File: config.mk
export PLATFORM = sky130hd
export DESIGN_NAME = branch_unit
export DESIGN_NICKNAME = d
export VERILOG_FILES = /design/src/rtl/branch_unit_pkg.sv /design/src/rtl/branch_unit_resolve.sv /design/src/rtl/branch_unit.sv
export SDC_FILE = /design/constraint.sdc
export NUM_CORES = 1
export LEC_CHECK = 0
export ABC_AREA = 1
export BUFFER_PORTS_ARGS = -buffer_cell sky130_fd_sc_hd__buf_4
export CAP_MARGIN = 10
export CELL_PAD_IN_SITES_DETAIL_PLACEMENT = 0
export CELL_PAD_IN_SITES_GLOBAL_PLACEMENT = 2
export CORE_ASPECT_RATIO = 0.75
export CORE_UTILIZATION = 23
export DETAILED_ROUTE_END_ITERATION = 8
export PLACE_DENSITY_LB_ADDON = 0.08
export SYNTH_ARGS = -nofsm -noshare
export SYNTH_HDL_FRONTEND = slang
export SYNTH_SLANG_ARGS = --single-unit
File: constraint.sdc
create_clock -name clk -period 2.9 [get_ports clk]
set_input_delay 0.58 -clock clk [delete_from_list [all_inputs] [get_ports clk]]
set_output_delay 0.58 -clock clk [all_outputs]
set_load 0.02 [all_outputs]
File: src/rtl/branch_unit_pkg.sv
// rv32i_types: shared types for the branch execution unit.
//   branch_funct3_t : branch compare encodings (funct3)
//   br_op_t         : branch/jump operation class
//   br_issue_t      : packet accepted from the branch reservation station
//   br_result_t     : packet delivered on the CDB port
//   br_compare()    : branch condition evaluation
package rv32i_types;

    localparam int unsigned BU_ROB_IDX_W = 5;
    localparam int unsigned BU_PREG_W    = 6;

    typedef enum logic [2:0] {
        F3_BEQ  = 3'b000,
        F3_BNE  = 3'b001,
        F3_BLT  = 3'b100,
        F3_BGE  = 3'b101,
        F3_BLTU = 3'b110,
        F3_BGEU = 3'b111
    } branch_funct3_t;

    typedef enum logic [1:0] {
        BR_OP_BR   = 2'd0,
        BR_OP_JAL  = 2'd1,
        BR_OP_JALR = 2'd2
    } br_op_t;

    // op/cmpop are kept as raw bits so the illegal encodings can be carried
    // and resolved deterministically.
    typedef struct packed {
        logic [1:0]              op;
        logic [2:0]              cmpop;
        logic [31:0]             rs1_v;
        logic [31:0]             rs2_v;
        logic [31:0]             pc;
        logic [31:0]             imm;
        logic                    pred_taken;
        logic [31:0]             pred_target;
        logic [BU_ROB_IDX_W-1:0] rob_idx;
        logic [BU_PREG_W-1:0]    pd;
        logic                    rd_we;
    } br_issue_t;

    typedef struct packed {
        logic [BU_ROB_IDX_W-1:0] rob_idx;
        logic [BU_PREG_W-1:0]    pd;
        logic                    we;
        logic [31:0]             data;
        logic                    taken;
        logic                    mispredict;
        logic [31:0]             target;
    } br_result_t;

    // Illegal funct3 values (010/011) resolve to not-taken.
    function automatic logic br_compare(input logic [2:0] f3,
                                        input logic [31:0] a,
                                        input logic [31:0] b);
        logic r;
        r = 1'b0;
        case (f3)
            F3_BEQ:  r = (a == b);
            F3_BNE:  r = (a != b);
            F3_BLT:  r = ($signed(a) <  $signed(b));
            F3_BGE:  r = ($signed(a) >= $signed(b));
            F3_BLTU: r = (a <  b);
            F3_BGEU: r = (a >= b);
            default: r = 1'b0;
        endcase
        return r;
    endfunction

endpackage

File: src/rtl/branch_unit_resolve.sv
// branch_resolve: combinational branch/jump resolution.
//   iss_i : issued packet held in the E stage
//   res_o : CDB payload (taken, actual target, mispredict, link value, tags)
module branch_resolve
    import rv32i_types::*;
(
    input  br_issue_t  iss_i,
    output br_result_t res_o
);

    logic        taken;
    logic [31:0] target;
    logic [31:0] seq_pc;
    logic [31:0] rel_tgt;
    logic        is_jump;

    always_comb begin
        seq_pc  = iss_i.pc + 32'd4;
        rel_tgt = iss_i.pc + iss_i.imm;
        taken   = 1'b0;
        target  = seq_pc;
        is_jump = 1'b0;
        case (iss_i.op)
            BR_OP_BR: begin
                taken  = br_compare(iss_i.cmpop, iss_i.rs1_v, iss_i.rs2_v);
                target = taken ? rel_tgt : seq_pc;
            end
            BR_OP_JAL: begin
                taken   = 1'b1;
                target  = rel_tgt;
                is_jump = 1'b1;
            end
            BR_OP_JALR: begin
                taken   = 1'b1;
                target  = (iss_i.rs1_v + iss_i.imm) & ~32'd1;
                is_jump = 1'b1;
            end
            // Illegal op behaves as a not-taken BR with no register write.
            default: begin
                taken  = 1'b0;
                target = seq_pc;
            end
        endcase

        res_o.rob_idx    = iss_i.rob_idx;
        res_o.pd         = iss_i.pd;
        res_o.we         = iss_i.rd_we & is_jump;
        res_o.data       = seq_pc;
        res_o.taken      = taken;
        res_o.target     = target;
        res_o.mispredict = (taken != iss_i.pred_taken) |
                           (taken & (iss_i.pred_target != target));
    end

endmodule

File: src/rtl/branch_unit.sv
// branch_unit: two-stage (E, W) branch execution unit.
//   in_*   : issue handshake and packet from the branch reservation station
//   flush  : synchronous pipeline flush from the ROB
//   cdb_*  : result handshake and payload toward the CDB arbiter
//   perf_* : CDB branch handshakes and mispredicted handshakes
module branch_unit
    import rv32i_types::*;
#(
    // Struct field widths come from the package; these track them.
    parameter int unsigned ROB_IDX_W = BU_ROB_IDX_W,
    parameter int unsigned PREG_W    = BU_PREG_W
) (
    input  logic                 clk,
    input  logic                 rst_n,
    input  logic                 flush,
    input  logic                 in_valid,
    output logic                 in_ready,
    input  logic [1:0]           in_op,
    input  logic [2:0]           in_cmpop,
    input  logic [31:0]          in_rs1_v,
    input  logic [31:0]          in_rs2_v,
    input  logic [31:0]          in_pc,
    input  logic [31:0]          in_imm,
    input  logic                 in_pred_taken,
    input  logic [31:0]          in_pred_target,
    input  logic [ROB_IDX_W-1:0] in_rob_idx,
    input  logic [PREG_W-1:0]    in_pd,
    input  logic                 in_rd_we,
    output logic                 cdb_valid,
    input  logic                 cdb_ready,
    output logic [ROB_IDX_W-1:0] cdb_rob_idx,
    output logic [PREG_W-1:0]    cdb_pd,
    output logic                 cdb_we,
    output logic [31:0]          cdb_data,
    output logic                 cdb_taken,
    output logic                 cdb_mispredict,
    output logic [31:0]          cdb_target,
    output logic [31:0]          perf_br_cnt,
    output logic [31:0]          perf_mispred_cnt
);

    br_issue_t  iss;
    br_issue_t  e_q, e_d;
    br_result_t res;
    br_result_t w_q, w_d;
    logic       e_valid_q, e_valid_d;
    logic       w_valid_q, w_valid_d;
    logic [31:0] br_cnt_q, br_cnt_d;
    logic [31:0] mis_cnt_q, mis_cnt_d;
    logic       w_free, e_adv, e_accept, cdb_fire;

    always_comb begin
        iss.op          = in_op;
        iss.cmpop       = in_cmpop;
        iss.rs1_v       = in_rs1_v;
        iss.rs2_v       = in_rs2_v;
        iss.pc          = in_pc;
        iss.imm         = in_imm;
        iss.pred_taken  = in_pred_taken;
        iss.pred_target = in_pred_target;
        iss.rob_idx     = in_rob_idx;
        iss.pd          = in_pd;
        iss.rd_we       = in_rd_we;
    end

    branch_resolve u_resolve (
        .iss_i (e_q),
        .res_o (res)
    );

    assign w_free    = ~w_valid_q | cdb_ready;
    assign e_adv     = e_valid_q & w_free;
    assign in_ready  = ~flush & (~e_valid_q | w_free);
    assign e_accept  = in_valid & in_ready;
    assign cdb_valid = w_valid_q & ~flush;
    assign cdb_fire  = cdb_valid & cdb_ready;

    always_comb begin
        e_valid_d = e_valid_q;
        e_d       = e_q;
        w_valid_d = w_valid_q;
        w_d       = w_q;
        if (flush) begin
            e_valid_d = 1'b0;
            w_valid_d = 1'b0;
        end else begin
            if (e_accept) begin
                e_valid_d = 1'b1;
                e_d       = iss;
            end else if (e_adv) begin
                e_valid_d = 1'b0;
            end
            // A W load may coincide with the CDB taking the old W contents.
            if (e_adv) begin
                w_valid_d = 1'b1;
                w_d       = res;
            end else if (cdb_fire) begin
                w_valid_d = 1'b0;
            end
        end
        br_cnt_d  = br_cnt_q  + {31'd0, cdb_fire};
        mis_cnt_d = mis_cnt_q + {31'd0, cdb_fire & w_q.mispredict};
    end

    always_ff @(posedge clk or negedge rst_n) begin
        if (!rst_n) begin
            e_valid_q <= 1'b0;
            w_valid_q <= 1'b0;
            e_q       <= '0;
            w_q       <= '0;
            br_cnt_q  <= '0;
            mis_cnt_q <= '0;
        end else begin
            e_valid_q <= e_valid_d;
            w_valid_q <= w_valid_d;
            e_q       <= e_d;
            w_q       <= w_d;
            br_cnt_q  <= br_cnt_d;
            mis_cnt_q <= mis_cnt_d;
        end
    end

    assign cdb_rob_idx      = w_q.rob_idx;
    assign cdb_pd           = w_q.pd;
    assign cdb_we           = w_q.we;
    assign cdb_data         = w_q.data;
    assign cdb_taken        = w_q.taken;
    assign cdb_mispredict   = w_q.mispredict;
    assign cdb_target       = w_q.target;
    assign perf_br_cnt      = br_cnt_q;
    assign perf_mispred_cnt = mis_cnt_q;

endmodule

==> impl_metrics.env <==
export IMPL_status="finished with violations"
export IMPL_violations="setup timing"
export IMPL_syn_to_final_growth_pct=63.6
export IMPL_ys_flop_type="dfrtp_1"
export IMPL_endpoint_kind="flip-flop"
export IMPL_finalPower_w=0.0222
export IMPL_drcViolationCount=0
export IMPL_skew_ns=0.0241
export IMPL_final_min_clock_period_ns=3.48
export IMPL_cts_path_max_buffers=3
export IMPL_grt_use_met3_pct=2.92
export IMPL_max_freq_mhz=287
export IMPL_die_w_um=337
export IMPL_final_cell_mix="buf_4 (923), nand2_1 (458), dfrtp_1 (301)"
export IMPL_wl_um=90600
export IMPL_grt_pass1_wl_um=133000
export IMPL_path_class="flip-flop to flip-flop"
export IMPL_cp_common_cell="nand2_1"
export IMPL_holdWs_ns=0.213
export IMPL_antenna_found_initial=4
export IMPL_crit_reg2reg_launch="e_q[77]"
export IMPL_met2_usage_pct=31.9
export IMPL_rows=91
export IMPL_grt_most_used_layer="met2"
export IMPL_cp_slowest_stage_delay_ns=0.38
export IMPL_fin_ws_ns=-0.582
export IMPL_worst_pin_slew_ns=0.672
export IMPL_syn_avg_cell_area_um2=8.00
export IMPL_fp_coreArea_um2=82900
export IMPL_hold_viol=0
export IMPL_slew_violations=0
export IMPL_first_global_vias=20600
export IMPL_syn_cell_area_um2=19400
export IMPL_numClockSinks=322
export IMPL_drive_gt1_share_pct=44.3
export IMPL_clock_latency_ns=0.59
export IMPL_die_h_um=254
export IMPL_layout_commonest_cell="buf_4"
export IMPL_ir_drop_v=0.000411
export IMPL_power_density_nw_per_um2=700
export IMPL_fin_crit_sh_pct=120
export IMPL_start_util_pct=23.4
export IMPL_synthCells=2425
export IMPL_p_leak_nw=16.0
export IMPL_met1_usage_pct=31.5
export IMPL_dr_first_iter_drc_count=1111
export IMPL_groute_usage_overall_pct=21.0
export IMPL_grt_overflow=0
export IMPL_pin_count=327
export IMPL_yosys_warnings=0
export IMPL_hold_start="in_pred_target[1]"
export IMPL_ant_nets=0
export IMPL_gp_congestion=0.902
export IMPL_startpoint_type="flip-flop"
export IMPL_ys_types=57
export IMPL_grt_max_degree=66
export IMPL_synthArstFlopShare_pct=100
export IMPL_cts_buffers_inserted=41
export IMPL_synth_nets=2712
export IMPL_crit_chain="ha_2 > fa_2 > nand3_2 > nand3_4 > a21oi_4 > buf_12 > o21bai_4 > a21oi_2 > buf_6 > o21ai_4 > xor2_4 > inv_1 > nand2_1 > nand2_1 > nand3b_1 > nand3_1 > nand2_2 > nor2_4 > nand3_4 > nor2_2 > nand2_1 > nand2_1 > nand2_1"
export IMPL_synth_edf_count=0
export IMPL_cts_tree="built"
export IMPL_design_area_um2=31700
export IMPL_dpl_cell_area_um2=27700
export IMPL_dp_hpwl_um=73600
export IMPL_wl_per_cell_um=19.9
export IMPL_path_max_fanout=3
export IMPL_worstHoldPathType="input port to flip-flop"
export IMPL_setup_tns_ns=-6.85
export IMPL_crit_start="e_q[77]"
export IMPL_clkSlewWorstSetupHoldPaths_ns=0.06
export IMPL_finalNetCount=3690
export IMPL_finalSetupViolations=36
export IMPL_max_slew_margin_rel_pct=55.2
export IMPL_vias_per_cell=4.40
export IMPL_dieArea_um2=85500
export IMPL_htreeDepth=2
export IMPL_io_buffers=326
export IMPL_drt_pass1_iter_count=5
export IMPL_arrival_ns=3.96
export IMPL_clock_root_buffer="clkbuf_16"
export IMPL_ys_seq_area_share_pct=41.5
export IMPL_postLayoutCoreUtil_pct=38.3
export IMPL_ys_ff_latch=322
export IMPL_dr_total_vias=20100
export IMPL_cap_violations=0
export IMPL_rsz0062_at_grt="yes"
export IMPL_cp_required_ns=3.38
export IMPL_cp_slowest_cell="dfrtp_1"
-- worst max-delay path, delay by kind of cell (launching register included) --
kind | cells | cell delay (ns)
buffers and inverters | 3 | 0.35
XOR/XNOR | 1 | 0.24
adder cells (fa/ha/maj) | 2 | 0.57
AO/OA/AOI/OAI | 4 | 0.46
AND/OR/NAND/NOR | 13 | 1.36
flip-flops | 1 | 0.38
-- metrics by stage --
stage / cells / setup WS, ns
global placement: 4390 / -1.23
global route: 4552 / -0.834
detailed placement: 4390 / -1.22
finish: 4554 / -0.582
CTS: 4529 / -0.713
floorplan: 2425 / -0.207
-- final timing paths --
check / to / slack [ns] / cells after the start
worst max-delay path: cdb_mispredict / -0.58 / 23
worst max register to register: cdb_mispredict / -0.58 / 23
worst min-delay path: e_q[13] / 0.21 / 2
min in group asynchronous: e_q[68] / 0.59 / 2
worst min register to register: cdb_data[24] / 0.48 / 2
max in group asynchronous: e_q[46] / 1.51 / 3
-- routing by layer --
layer	vias up	wire, um
met3	71	3480
met1	9677	46000
li1	9960	-
met5	-	0
met4	0	1480
met2	347	39700
-- where the power goes --
part | switching, W | internal, W | total, W
Clock | 0.00225 | 0.00328 | 0.00553
Combinational | 0.00584 | 0.00503 | 0.0109
Sequential | 0.000612 | 0.00521 | 0.00582
Total | 0.00871 | 0.0135 | 0.0222
-- cells by family (layout without fill, tap and decap cells) --
| family | count (synthesis) | in the layout | share of synthesized area [%] |
|---|---|---|---|
| muxes | 83 | 83 | 4.82 |
| DFF | 322 | 322 | 41.5 |
| and+or+nand+nor | 1073 | 1073 | 24.2 |
| other | 0 | 3 | 0 |
| xor gates and xnor gates | 100 | 100 | 4.51 |
| buffers and inverters | 338 | 1348 | 6.74 |
| adders and majority gates | 104 | 104 | 6.79 |
| AOI/OAI and AO/OA | 405 | 405 | 11.4 |
-- layout make-up --
type / instances / area, um^2
fillers: 8704 / 51200
multi-input cells: 1765 / 11800
flip-flops and latches: 322 / 8080
repair buffers: 1001 / 7980
well taps: 1116 / 1400
clock buffers: 59 / 1200
inverters: 272 / 1030
clock inverters: 16 / 245
diodes: 3 / 7.51
-- flip-flops by register name (all words and copies together), names as in the netlist --
signal            cells
cdb_we                1
e_q                 178
perf_mispred_cnt     32
cdb_data             32
cdb_taken             1
cdb_mispredict        1
w_valid_q             1
cdb_pd                6
cdb_rob_idx           5
e_valid_q             1
perf_br_cnt          32
cdb_target           32
-- cells in the mapped netlist (37+ instances only) --
| cell type | count | area, um^2 |
|---|---|---|
| ha_1 | 102 | 1280 |
| dfrtp_1 | 322 | 8060 |
| nor2_1 | 258 | 968 |
| mux2_2 | 83 | 935 |
| a21oi_1 | 199 | 996 |
| nand3_1 | 137 | 686 |
| o21ai_0 | 130 | 651 |
| nand4_1 | 37 | 231 |
| clkbuf_1 | 57 | 214 |
| xor2_1 | 72 | 631 |
| inv_1 | 267 | 1000 |
| nand2_1 | 539 | 2020 |
-- timing repair --
action                                  4_1_cts  5_1_grt
buffers inserted                             67       51
pin swaps                                    73      124
gates cloned                                  1        0
endpoints found under the setup margin       51       57
hold endpoints to repair                     22        0
hold buffers                                  1        0
resized for setup                           217      281
Note: power is estimated with default switching activity, not from simulation.
